===== src/rtl/digit_serial_adder.sv =====
// Digit-serial adder/subtractor: one DIGIT-bit slice per clock, LSB slice first,
// with a registered carry between slices and a Start/Busy/Done handshake.
module digit_serial_adder #(
  parameter int WIDTH = 8,
  parameter int DIGIT = 4
) (
  input  logic             Clk,
  input  logic             Rst,
  input  logic             Start,
  input  logic             Sub,
  input  logic [WIDTH-1:0] In1,
  input  logic [WIDTH-1:0] In2,
  input  logic             InC,
  output logic             Busy,
  output logic             Done,
  output logic [WIDTH-1:0] R,
  output logic             OutC,
  output logic             Ovf
);

  localparam int NDIG = WIDTH / DIGIT;
  localparam int IW   = (NDIG > 1) ? $clog2(NDIG) : 1;

  if (DIGIT < 1 || DIGIT > WIDTH || (WIDTH % DIGIT) != 0) begin : g_bad_params
    $error("digit_serial_adder: WIDTH must be a positive multiple of DIGIT");
  end

  typedef enum logic [1:0] {IDLE, RUN, DONE} state_t;

  state_t            state;
  logic [WIDTH-1:0]  a, b, acc;
  logic              carry;
  logic [IW-1:0]     idx;

  logic [DIGIT-1:0]  a_sl, b_sl;
  logic [DIGIT:0]    slice_sum;
  logic [WIDTH-1:0]  res_nx;
  logic              last;

  always_comb begin
    a_sl      = a[idx*DIGIT +: DIGIT];
    b_sl      = b[idx*DIGIT +: DIGIT];
    slice_sum = {1'b0, a_sl} + {1'b0, b_sl} + {{DIGIT{1'b0}}, carry};
    res_nx    = acc;
    res_nx[idx*DIGIT +: DIGIT] = slice_sum[DIGIT-1:0];
    last      = (idx == IW'(NDIG - 1));
  end

  always_ff @(posedge Clk or posedge Rst) begin
    if (Rst) begin
      state <= IDLE;
      a     <= '0;
      b     <= '0;
      acc   <= '0;
      carry <= 1'b0;
      idx   <= '0;
      Busy  <= 1'b0;
      Done  <= 1'b0;
      R     <= '0;
      OutC  <= 1'b0;
      Ovf   <= 1'b0;
    end else begin
      Done <= 1'b0;
      case (state)
        // DONE accepts a new Start exactly like IDLE so ops can run back-to-back
        IDLE, DONE: begin
          if (Start) begin
            a     <= In1;
            b     <= Sub ? ~In2 : In2;
            carry <= InC;
            idx   <= '0;
            acc   <= '0;
            Busy  <= 1'b1;
            state <= RUN;
          end else begin
            Busy  <= 1'b0;
            state <= IDLE;
          end
        end
        RUN: begin
          acc   <= res_nx;
          carry <= slice_sum[DIGIT];
          idx   <= idx + IW'(1);
          if (last) begin
            Busy  <= 1'b0;
            Done  <= 1'b1;
            R     <= res_nx;
            OutC  <= slice_sum[DIGIT];
            Ovf   <= (a[WIDTH-1] == b[WIDTH-1]) && (res_nx[WIDTH-1] != a[WIDTH-1]);
            state <= DONE;
          end
        end
        default: begin
          Busy  <= 1'b0;
          state <= IDLE;
        end
      endcase
    end
  end

endmodule


===== config.mk =====
export PLATFORM = sky130hd
export DESIGN_NAME = digit_serial_adder
export DESIGN_NICKNAME = d
export VERILOG_FILES = /design/src/rtl/digit_serial_adder.sv
export SDC_FILE = /design/constraint.sdc
export NUM_CORES = 1
export LEC_CHECK = 0
export ABC_AREA = 1
export BUFFER_PORTS_ARGS = -buffer_cell sky130_fd_sc_hd__buf_4
export CORE_MARGIN = 2
export CORE_UTILIZATION = 47
export DETAILED_ROUTE_END_ITERATION = 12
export PLACE_DENSITY = 0.69
export REMOVE_ABC_BUFFERS = 1
export SYNTH_ARGS = -nofsm -noshare
export SYNTH_HDL_FRONTEND = slang
export SYNTH_SLANG_ARGS = --single-unit

===== constraint.sdc =====
create_clock -name Clk -period 2.2 [get_ports Clk]
set_input_delay 0.44 -clock Clk [delete_from_list [all_inputs] [get_ports Clk]]
set_output_delay 0.44 -clock Clk [all_outputs]
set_load 0.01 [all_outputs]

[After elaboration in Yosys (flattened, before gate mapping)]
Index checks and enable logic that the tools add are counted.
Cells by class
  add/sub/neg operators: 4
  $mul: 0
  divide/modulo/power cells: 0
  order comparisons: 0
  equal/unequal tests: 6
  shift-type cells: 4
  multiplexer cells: 16
  bitwise logic cells: 1
  reduce and logical (&&, ||, !) cells: 7
Operators with widths (number)
  $neg 3->34: 1
  $shift 4x34->8 const A: 1
  $shiftx 4x34->8: 1
  $mux 8: 2
  $pmux 8 s2: 1
  $shiftx 8x4->4: 2
  $bwmux 8: 1
  $not 8->8: 1
  $mux 1: 7
  $pmux 1 s2: 3
  $reduce_and 2->1: 3
  $add 4x4->5: 1
  $add 5x1->5: 1
  $ne 2x2->1 const B: 2
  $pmux 2 s2: 1
  $eq 2x1->1 const B: 1
  $eq 2x2->1 const B: 1
  $logic_not 2->1: 1
  $mux 2: 1
  $reduce_bool 2->1: 1
  $reduce_or 2->1: 1
  $add 1x1->1 const B: 1
  $eq 1x1->1: 1
  $logic_and 1x1->1: 1
  $ne 1x1->1: 1
Storage, ports and cells
  register bits after elaboration: 40
  latch bits: 0
  bits in writable memories: 0
  bits in read-only memories: 0
  input bits: 21
  output and inout bits: 12
  word-level logic and storage cells: 49
  memories: 0

[Logic depth before layout (Yosys ltp)]
Gate-level depths: netlist of the first run.
  depth after elaboration: 7
  mapped depth: 12
  gate-level depth less buffers: 11

[Least setup slack after synthesis of the first run]
Ideal clock, no wire load.
  path type: register -> register
  start: register idx
  end: register carry
  setup time: 0.124 ns
  arrival time: 1.817 ns
  required time: 2.076 ns
  path slack: 0.259 ns
  stages on the path, launching flop included: 11
  buffers on the path: 1
  clock period less this slack: 1.941 ns
  path through: dfrtp_1 inv_1 buf_2 nand2_1 nand2_1 fa_1 fa_1 a21oi_1 o21bai_1 nand2_1 nand3_1
On the way
  word-level cells in the longest chain between the ends: 4
  elaborated cells on any way between the ends: 5
  those cells by class: add/sub: 2; shift: 2; mux: 1
RTL lines
  from (decl): line 33  | logic [IW-1:0] idx;
  from (signal assigned): line 83  | idx <= idx + IW'(1);
  $shiftx 8x4->4, on equally long branches: line 41, 42
  $add 4x4->5 *: line 43  | slice_sum = {1'b0, a_sl} + {1'b0, b_sl} + {{DIGIT{1'b0}}, carry};
  $add 5x1->5 *: line 43
  $pmux 1 s2 *: line 64  | case (state)
  to (signal assigned): line 70  | carry <= InC;
  to (signal assigned): line 82  | carry <= slice_sum[DIGIT];
  to (decl): line 32  | logic carry;
Every way passes the cells marked *; elsewhere a longest branch is shown, timed or not.
A chain may end at the register's enable or synchronous reset.

[Worst setup path after layout of the first run]
Ends and elaborated chain as after synthesis.

==> qor.yml, run 1 <==
drv_slew: 0
fillCellCount: 336
fp.coreArea_um2: 3606
drive_above_1_share_pct: 26.58
crit_path_start_kind: "flop"
finalNonFillerCells: 270
htree_levels: 2
synth-compound-area-share_pct: 7.814
routed_wl_um: 2919
worstPathMaxFanout: 11
p_leak_nw: 1.096
slew_headroom_pct: 66.65
io_pins: 33
grt_pass1_wl_um: 4974
finalSetupTns_ns: 0
drtAntennaViolNets: 0
ys_seq_area_share_pct: 53.05
vias: 1285
synth.top_cell.area_share_pct: 53.05
io_buffers: 32
cts_inserted_buffers: 5
cts_tree: "yes"
fin_crit_sh_pct: 91.22
first_iter_violations: 45
yosys_warnings: 0
finalCriticalPeriod_ns: 2.007
syn-cell-area_um2: 1745
final_common_cell: "nand2_1"
drcViolationCount: 0
power_density_nw_per_um2: 1555
cts_sinks: 37
grt_util_all_layers_pct: 15.92
synth-simple-area-share_pct: 20.29
yosys.cell_types.count: 25
setup_viol: 0
clock_skew_ns: 0.001777
cp-startpoint: "idx"
hold_slack_ns: 0.2498
layout_setup_ws_ns: 0.1933
synth.area.top_cells: "dfrtp_1 53%, nand2_1 13%, o21ai_0 4.9%"
total_power_w: 0.003299
reg2reg_from: "idx"
dieArea_um2: 4217
cp_data_required_time_ns: 2.38
firstDrtPassIters: 4
gp_congestion: 0.8843
maxCapViolations: 0
end_kind: "flop"
ys_seq_elements: 37
antenna_found_initial: 0
synth-xor-area-share_pct: 4.516
dp.cells: 262
holdBufCountCts: 0
syn_area_per_cell_um2: 9.334
fmax_ghz: 0.4983
grt_max_degree: 38
synthAdderAreaFrac_pct: 4.444
hold_viol_final: 0
grt_overflow: 0
worstPathArrival_ns: 2.18
min_path_type: "in -> async"
num_rows: 22
path_class: "reg -> reg"
clk_latency_ns: 0.29
path_clk_slew_ns: 0.07
num-nets-final: 247
mostFrequentLayoutCells: "62 x nand2_1, 36 x dfrtp_1, 34 x buf_4"
chipHeight_um: 64.94
rsz0062_at_grt: "no"
ir_drop_v: 0.0006504
root_buffer: "clkbuf_8"
status: "finished, final reports clean"
syn_to_final_growth_pct: 21.51
avgRoutedWirePerCell_um: 10.81
tightest_slew_ns: 0.4984
num_antenna_cells: 0
cts_buffer_depth: 2
synth_top_family_by_area: "simple AND/OR/NAND/NOR gates"
die_w_um: 64.94
via_per_inst: 4.759
dp_hpwl_um: 2210
first_global_vias: 1182
dp_slack_ns: 0.1183
initial_utilization_pct: 48.40
synth_mux_area_share_pct: 3.871
postSynthCellCount: 187
yosys.area.top_type: "dfrtp_1"
==> critical path: stages, from the launching register on <==
cell      delay (ns)
dfrtp_2         0.47
nand2_1         0.07
o21ai_0         0.11
fa_1            0.45
fa_1            0.42
a21oi_1         0.16
o21bai_1        0.09
nand2_1         0.06
nand3_1         0.06
==> timing repair <==
| item | in CTS | in global routing |
|---|---|---|
| resized for setup | 0 | 1 |
| endpoints found under the setup margin | 0 | 3 |
| setup buffers | 0 | 0 |
==> power by group <==
part | leakage (nW) | internal, W | switching, W | total (W)
clock | 0.0542 | 0.000283 | 0.000224 | 0.000507
sequential | 0.457 | 0.00100 | 0.000177 | 0.00118
combinational | 0.585 | 0.000677 | 0.000934 | 0.00161
total | 1.10 | 0.00196 | 0.00134 | 0.00330
==> area by class of cell <==
class	count	area, um^2	share of cell area [%]
multi-input cells	127	714.4	33.69
clock inverters	1	5.005	0.2360
repair buffers	34	255.2	12.04
clock buffers	7	96.34	4.543
well taps	48	60.06	2.832
inverters	16	62.56	2.950
flip-flops and latches	37	927.1	43.72
==> kinds of logic after synthesis <==
group / count (synthesis)
adder cells (fa/ha/maj): 5
XOR/XNOR: 9
AO/OA/AOI/OAI: 25
buffers and inverters: 23
AND/OR/NAND/NOR: 82
multiplexers: 6
flip-flops: 37
==> through the flow <==
step / instance area (um^2) / util, %
5_1_grt: 2121 / 58.81
3_5_place_dp: 2018 / 55.97
6_report: 2121 / 58.81
2_1_floorplan: 1703 / -
4_1_cts: 2120 / 58.78
3_3_place_gp: 2018 / 55.97
==> cell usage after synthesis <==
cell type   n
nand2_1    62
dfrtp_1    37
o21ai_0    17
inv_1      13
nand3_1    12
xnor2_1     8
mux2_2      6
a21oi_1     4
buf_2       4
ha_1        3
nor2_1      3
fa_1        2
inv_2       2
o21ai_2     2
or2_2       2
buf_4       1
buf_6       1
clkbuf_1    1
inv_4       1
nand2_2     1
nor2_4      1
nor2_8      1
o21bai_1    1
o22ai_1     1
xor2_1      1
==> sequential cells by signal, indices dropped and copies added (netlist names) <==
signal / cells
Done: 1
R: 8
acc: 5
Ovf: 1
idx: 1
Busy: 1
carry: 1
state: 2
a: 8
OutC: 1
b: 8
==> metal layers <==
metal  track usage, %  vias up  part of all wire, %
met5                0        -                    0
met4            7.979        0                  2.2
met3            5.729        6                  5.1
met2            25.52       26                   47
met1            18.84      590                   46
li1                 -      663                    -
==> final timing paths <==
| kind | to | slack [ns] | cells after the start |
|---|---|---|---|
| worst min register to register | Busy | 0.47 | 2 |
| worst max register to register | carry | 0.19 | 8 |
| min in group Clk | a[6] | 0.38 | 2 |
| max in group asynchronous | idx | 1.61 | 3 |
| worst min-delay path | Busy | 0.25 | 3 |
| worst max-delay path | carry | 0.19 | 8 |
Power figures use the tool's default switching activity.
==> inputs of run 2 (changes only) <==
- MAX_ROUTING_LAYER: not set -> met4
==> qor.yml, run 2 (synthesized netlist as in run 1, its figures left out) <==
path_clk_slew_ns: 0.07
p_leak_nw: 1.096
rsz0062_at_grt: "no"
rrSetupSlack_ns: 0.19
initial_utilization_pct: 48.40
drtAntennaViolNets: 0
dieArea_um2: 4217
firstDrtPassIters: 4
gp_congestion: 0.8991
drv_slew: 0
maxCapViolations: 0
fp.coreArea_um2: 3606
tightest_slew_ns: 0.4978
grt_util_met3_pct: 5.729
finalSetupTns_ns: 0
io_buffers: 32
num_rows: 22
setup_viol: 0
antenna_found_initial: 0
cp_data_required_time_ns: 2.38
combPwrFrac_pct: 48.9
crit_path_start_kind: "flop"
routed_wl_um: 2916
min_path_type: "in -> async"
ir_drop_v: 0.0006505
status: "finished, final reports clean"
drcViolationCount: 0
first_iter_violations: 45
clockPowerShare_pct: 15.3
met1_usage_pct: 18.84
chipHeight_um: 64.94
use_met2_pct: 25.52
mostFrequentLayoutCells: "62 x nand2_1, 36 x dfrtp_1, 34 x buf_4"
power_density_nw_per_um2: 1557
reg_top3: "R: 8 flops, a: 8 flops, b: 8 flops"
end_kind: "flop"
slew_headroom_pct: 66.70
htree_levels: 2
clock_skew_ns: 0.001704
grt_pass1_wl_um: 4981
worstPathMaxFanout: 11
p_switching_w: 0.001339
switching_share_pct: 40.54
fmax_ghz: 0.4986
grt-busiest-layer: "met2"
root_buffer: "clkbuf_8"
dp_hpwl_um: 2210
hold_viol_final: 0
io_pins: 33
internal_power_w: 0.001963
syn_to_final_growth_pct: 21.51
via_per_inst: 4.785
rr_endpoint: "carry"
p_seq_share_pct: 35.7
vias: 1292
num-nets-final: 247
fin_crit_sh_pct: 91.17
num_antenna_cells: 0
final_common_cell: "nand2_1"
clk_latency_ns: 0.29
grt_max_degree: 38
avgRoutedWirePerCell_um: 10.80
cts_buffer_depth: 2
path_class: "reg -> reg"
r2r_cells: 8
dp.cells: 262
utilization_pct: 58.81
grt_util_all_layers_pct: 16.36
grt_overflow: 0
holdBufCountCts: 0
worstPathArrival_ns: 2.18
cts_tree: "yes"
cts_sinks: 37
finalNonFillerCells: 270
die_w_um: 64.94
drive_above_1_share_pct: 26.58
reg2reg_from: "idx"
first_global_vias: 1181
finalCriticalPeriod_ns: 2.006
cts_inserted_buffers: 5
run 2: cell counts in the layout (fill, tap and decap cells not counted):
Identical to the previous run, type by type.
run 2: how the worst max path moves through the flow:
stage	startpoint	end	slack [ns]	cells after the start
4_1_cts	idx	carry	0.13	7
2_1_floorplan	idx	carry	0.13	9
5_1_grt	idx	OutC	0.07	8
6_report	idx	carry	0.19	8
3_3_place_gp	idx	carry	0.19	7
3_5_place_dp	idx	carry	0.12	7
run 2: what timing repair did:
item,CTS,global route
resized for setup,0,1
endpoints found under the hold margin,0,0
setup buffers,0,0
setup endpoints to repair,0,3
run 2: through the flow:
| step | worst slack, ns | hold WS (ns) | area (um^2) | total power (W) |
|---|---|---|---|---|
| after floorplan | 0.1277 | 0.4410 | 1703 | 0.002330 |
| after global routing | 0.07076 | 0.3073 | 2121 | 0.003624 |
| after CTS | 0.1312 | 0.2587 | 2120 | 0.003339 |
| final | 0.1943 | 0.2493 | 2121 | 0.003302 |
| after global placement | 0.1855 | 0.4569 | 2018 | 0.002794 |
| after detailed placement | 0.1183 | 0.4600 | 2018 | 0.002824 |
run 2: power groups by stage:
stage | sequential (W) | combinational (W) | clock, W
2_1_floorplan | 0.00120 | 0.00113 | 0
3_3_place_gp | 0.00118 | 0.00161 | 0
3_5_place_dp | 0.00119 | 0.00163 | 0
4_1_cts | 0.00118 | 0.00164 | 0.000520
5_1_grt | 0.00122 | 0.00185 | 0.000553
6_report | 0.00118 | 0.00162 | 0.000506
run 2: area by class of cell:
cell class | count | area, um^2
fill | 336 | 1485
sequential | 37 | 927.1
multi-input combinational | 127 | 714.4
timing repair buffer | 34 | 255.2
clock buffer | 7 | 96.34
inverter | 16 | 62.56
tap | 48 | 60.06
clock inverter | 1 | 5.005
run 2: layer usage:
| metal | up-vias | routed length [um] | part of all wire, % |
|---|---|---|---|
| li1 | 663 | - | - |
| met1 | 592 | 1317 | 45 |
| met2 | 31 | 1353 | 46 |
| met3 | 6 | 175 | 6.0 |
| met4 | 0 | 69 | 2.4 |
| met5 | - | 0 | 0 |
run 2: worst max-delay path, stage by stage (launching register included):
cell      delay, ns
dfrtp_2        0.47
nand2_1        0.07
o21ai_0        0.10
fa_1           0.45
fa_1           0.42
a21oi_1        0.16
o21bai_1       0.09
nand2_1        0.06
nand3_1        0.06
==> inputs of run 3 (changes only) <==
--- a/config.mk
+++ b/config.mk
@@ -10,6 +10,6 @@
 export CORE_MARGIN = 2
-export CORE_UTILIZATION = 47
+export CORE_UTILIZATION = 54
 export DETAILED_ROUTE_END_ITERATION = 12
 export MAX_ROUTING_LAYER = met4
-export PLACE_DENSITY = 0.69
+export PLACE_DENSITY = 0.78
 export REMOVE_ABC_BUFFERS = 1
--- a/constraint.sdc
+++ b/constraint.sdc
@@ -3,2 +3,2 @@
 set_output_delay 0.44 -clock Clk [all_outputs]
-set_load 0.01 [all_outputs]
+set_load 0.05 [all_outputs]
==> qor.yml, run 3 (synthesized netlist as in run 1, its figures left out) <==
path_clk_slew_ns: 0.11
power_density_nw_per_um2: 1669
finalCriticalPeriod_ns: 2.056
path_buf_inv: 0
antenna_found_initial: 0
worstPathCellList: "nand2_1 -> o21ai_0 -> fa_1 -> fa_1 -> a21oi_1 -> o21bai_1 -> nand2_1 -> nand3_1"
num-nets-final: 247
p_switching_w: 0.001645
reg_top3: "R: 8 flops, a: 8 flops, b: 8 flops"
first_iter_violations: 53
htree_levels: 2
ff_latch_area_um2: 927.1
worstPathArrival_ns: 2.29
dp.cells: 258
clock_skew_ns: 0.004970
avgRoutedWirePerCell_um: 11.62
drtAntennaViolNets: 0
critPathTopFamily: "adder cells"
cts_setup_buffers: 0
status: "finished, final reports clean"
path_class: "reg -> reg"
fp.coreArea_um2: 3053
p_seq_share_pct: 34.2
syn_to_final_growth_pct: 18.35
final_area_um2: 2066
grt_max_degree: 38
combPwrFrac_pct: 55.9
grt_overflow: 0
tightest_slew_ns: 0.4711
die_w_um: 60.86
finalNonFillerCells: 266
fillCellCount: 284
multiInputGateArea_um2: 714.4
slew_headroom_pct: 68.48
clk_latency_ns: 0.34
dp_hpwl_um: 2311
setup_viol: 0
num_antenna_cells: 0
internal_power_w: 0.001802
crit_path_start_kind: "flop"
cts_buffer_depth: 2
utilization_pct: 67.66
cts_inserted_buffers: 5
use_met2_pct: 33.18
num_rows: 20
firstDrtPassIters: 4
initial_utilization_pct: 57.17
fmax_ghz: 0.4864
cp_data_required_time_ns: 2.44
hold_viol_final: 0
dpl_cell_area_um2: 2013
mostFrequentLayoutCells: "62 x nand2_1, 36 x dfrtp_1, 34 x buf_4"
via_per_inst: 4.865
io_buffers: 32
switching_share_pct: 47.72
first_global_vias: 1241
cts-resized-gates: 0
cp_slowest_cell: "dfrtp_2"
total_power_w: 0.003447
end_kind: "flop"
root_buffer: "clkbuf_4"
fin_crit_sh_pct: 93.45
drv_slew: 0
p_leak_nw: 1.074
dieArea_um2: 3703
grt_util_all_layers_pct: 19.59
chipHeight_um: 60.86
grt_util_met3_pct: 4.264
met1_usage_pct: 22.04
routed_wl_um: 3090
clockPowerShare_pct: 9.9
worstPathMaxFanout: 11
vias: 1294
final_common_cell: "nand2_1"
gp_congestion: 0.8694
grt_pass1_wl_um: 5126
drcViolationCount: 0
min_path_type: "in -> async"
io_pins: 33
grt-busiest-layer: "met2"
maxCapViolations: 0
critPathMaxStageDelay_ns: 0.48
finalSetupTns_ns: 0
holdBufCountCts: 0
cts_sinks: 37
ir_drop_v: 0.0006177
cts_tree: "yes"
drive_above_1_share_pct: 26.13
rsz0062_at_grt: "no"
==> run 3: cell types whose count changed in the layout (fill, tap and decap cells not counted), sizes merged <==
cell / delta
clkinv: +1
clkbuf: -1
==> run 3: cell type report <==
class	count	area share, %
clock inverters	2	0.4846
repair buffers	34	12.36
well taps	44	2.665
inverters	16	3.028
multi-input cells	127	34.59
clock buffers	6	1.999
flip-flops and latches	37	44.88
==> run 3: tightest hold or removal path: stages <==
cell and delay (ns):
buf_4 0.11, inv_1 0.04, buf_4 0.39
==> run 3: routing by layer <==
layer	wire, um	share of wire (%)	vias up
met5	0	0	-
met4	56	1.8	0
met3	118	3.8	7
met2	1577	51	34
met1	1337	43	590
li1	-	-	663
==> run 3: worst paths after layout <==
path	start	to	slack, ns	cells after the start
worst max-delay path	idx	carry	0.14	8
worst max register to register	idx	carry	0.14	8
worst min register to register	R[6]	R[6]	0.49	2
max in group asynchronous	Rst	idx	1.66	3
min in group Clk	In1[1]	a[1]	0.32	2
worst min-delay path	Rst	R[5]	0.19	3
==> run 3: power groups by stage <==
| stage | Sequential (W) | Clock (W) | Combinational, W |
|---|---|---|---|
| floorplan | 0.00148 | 0 | 0.00113 |
| global placement | 0.00118 | 0 | 0.00187 |
| detailed placement | 0.00119 | 0 | 0.00193 |
| CTS | 0.00118 | 0.000347 | 0.00194 |
| global route | 0.00122 | 0.000376 | 0.00216 |
| finish | 0.00118 | 0.000342 | 0.00193 |
==> run 3: per-stage QoR <==
step	hold slack (ns)	setup slack, ns
finish	0.1902	0.1442
detailed placement	0.4613	0.08278
CTS	0.2018	0.07007
global placement	0.4568	0.1783
global route	0.2222	0.01191
floorplan	0.4410	0.1277
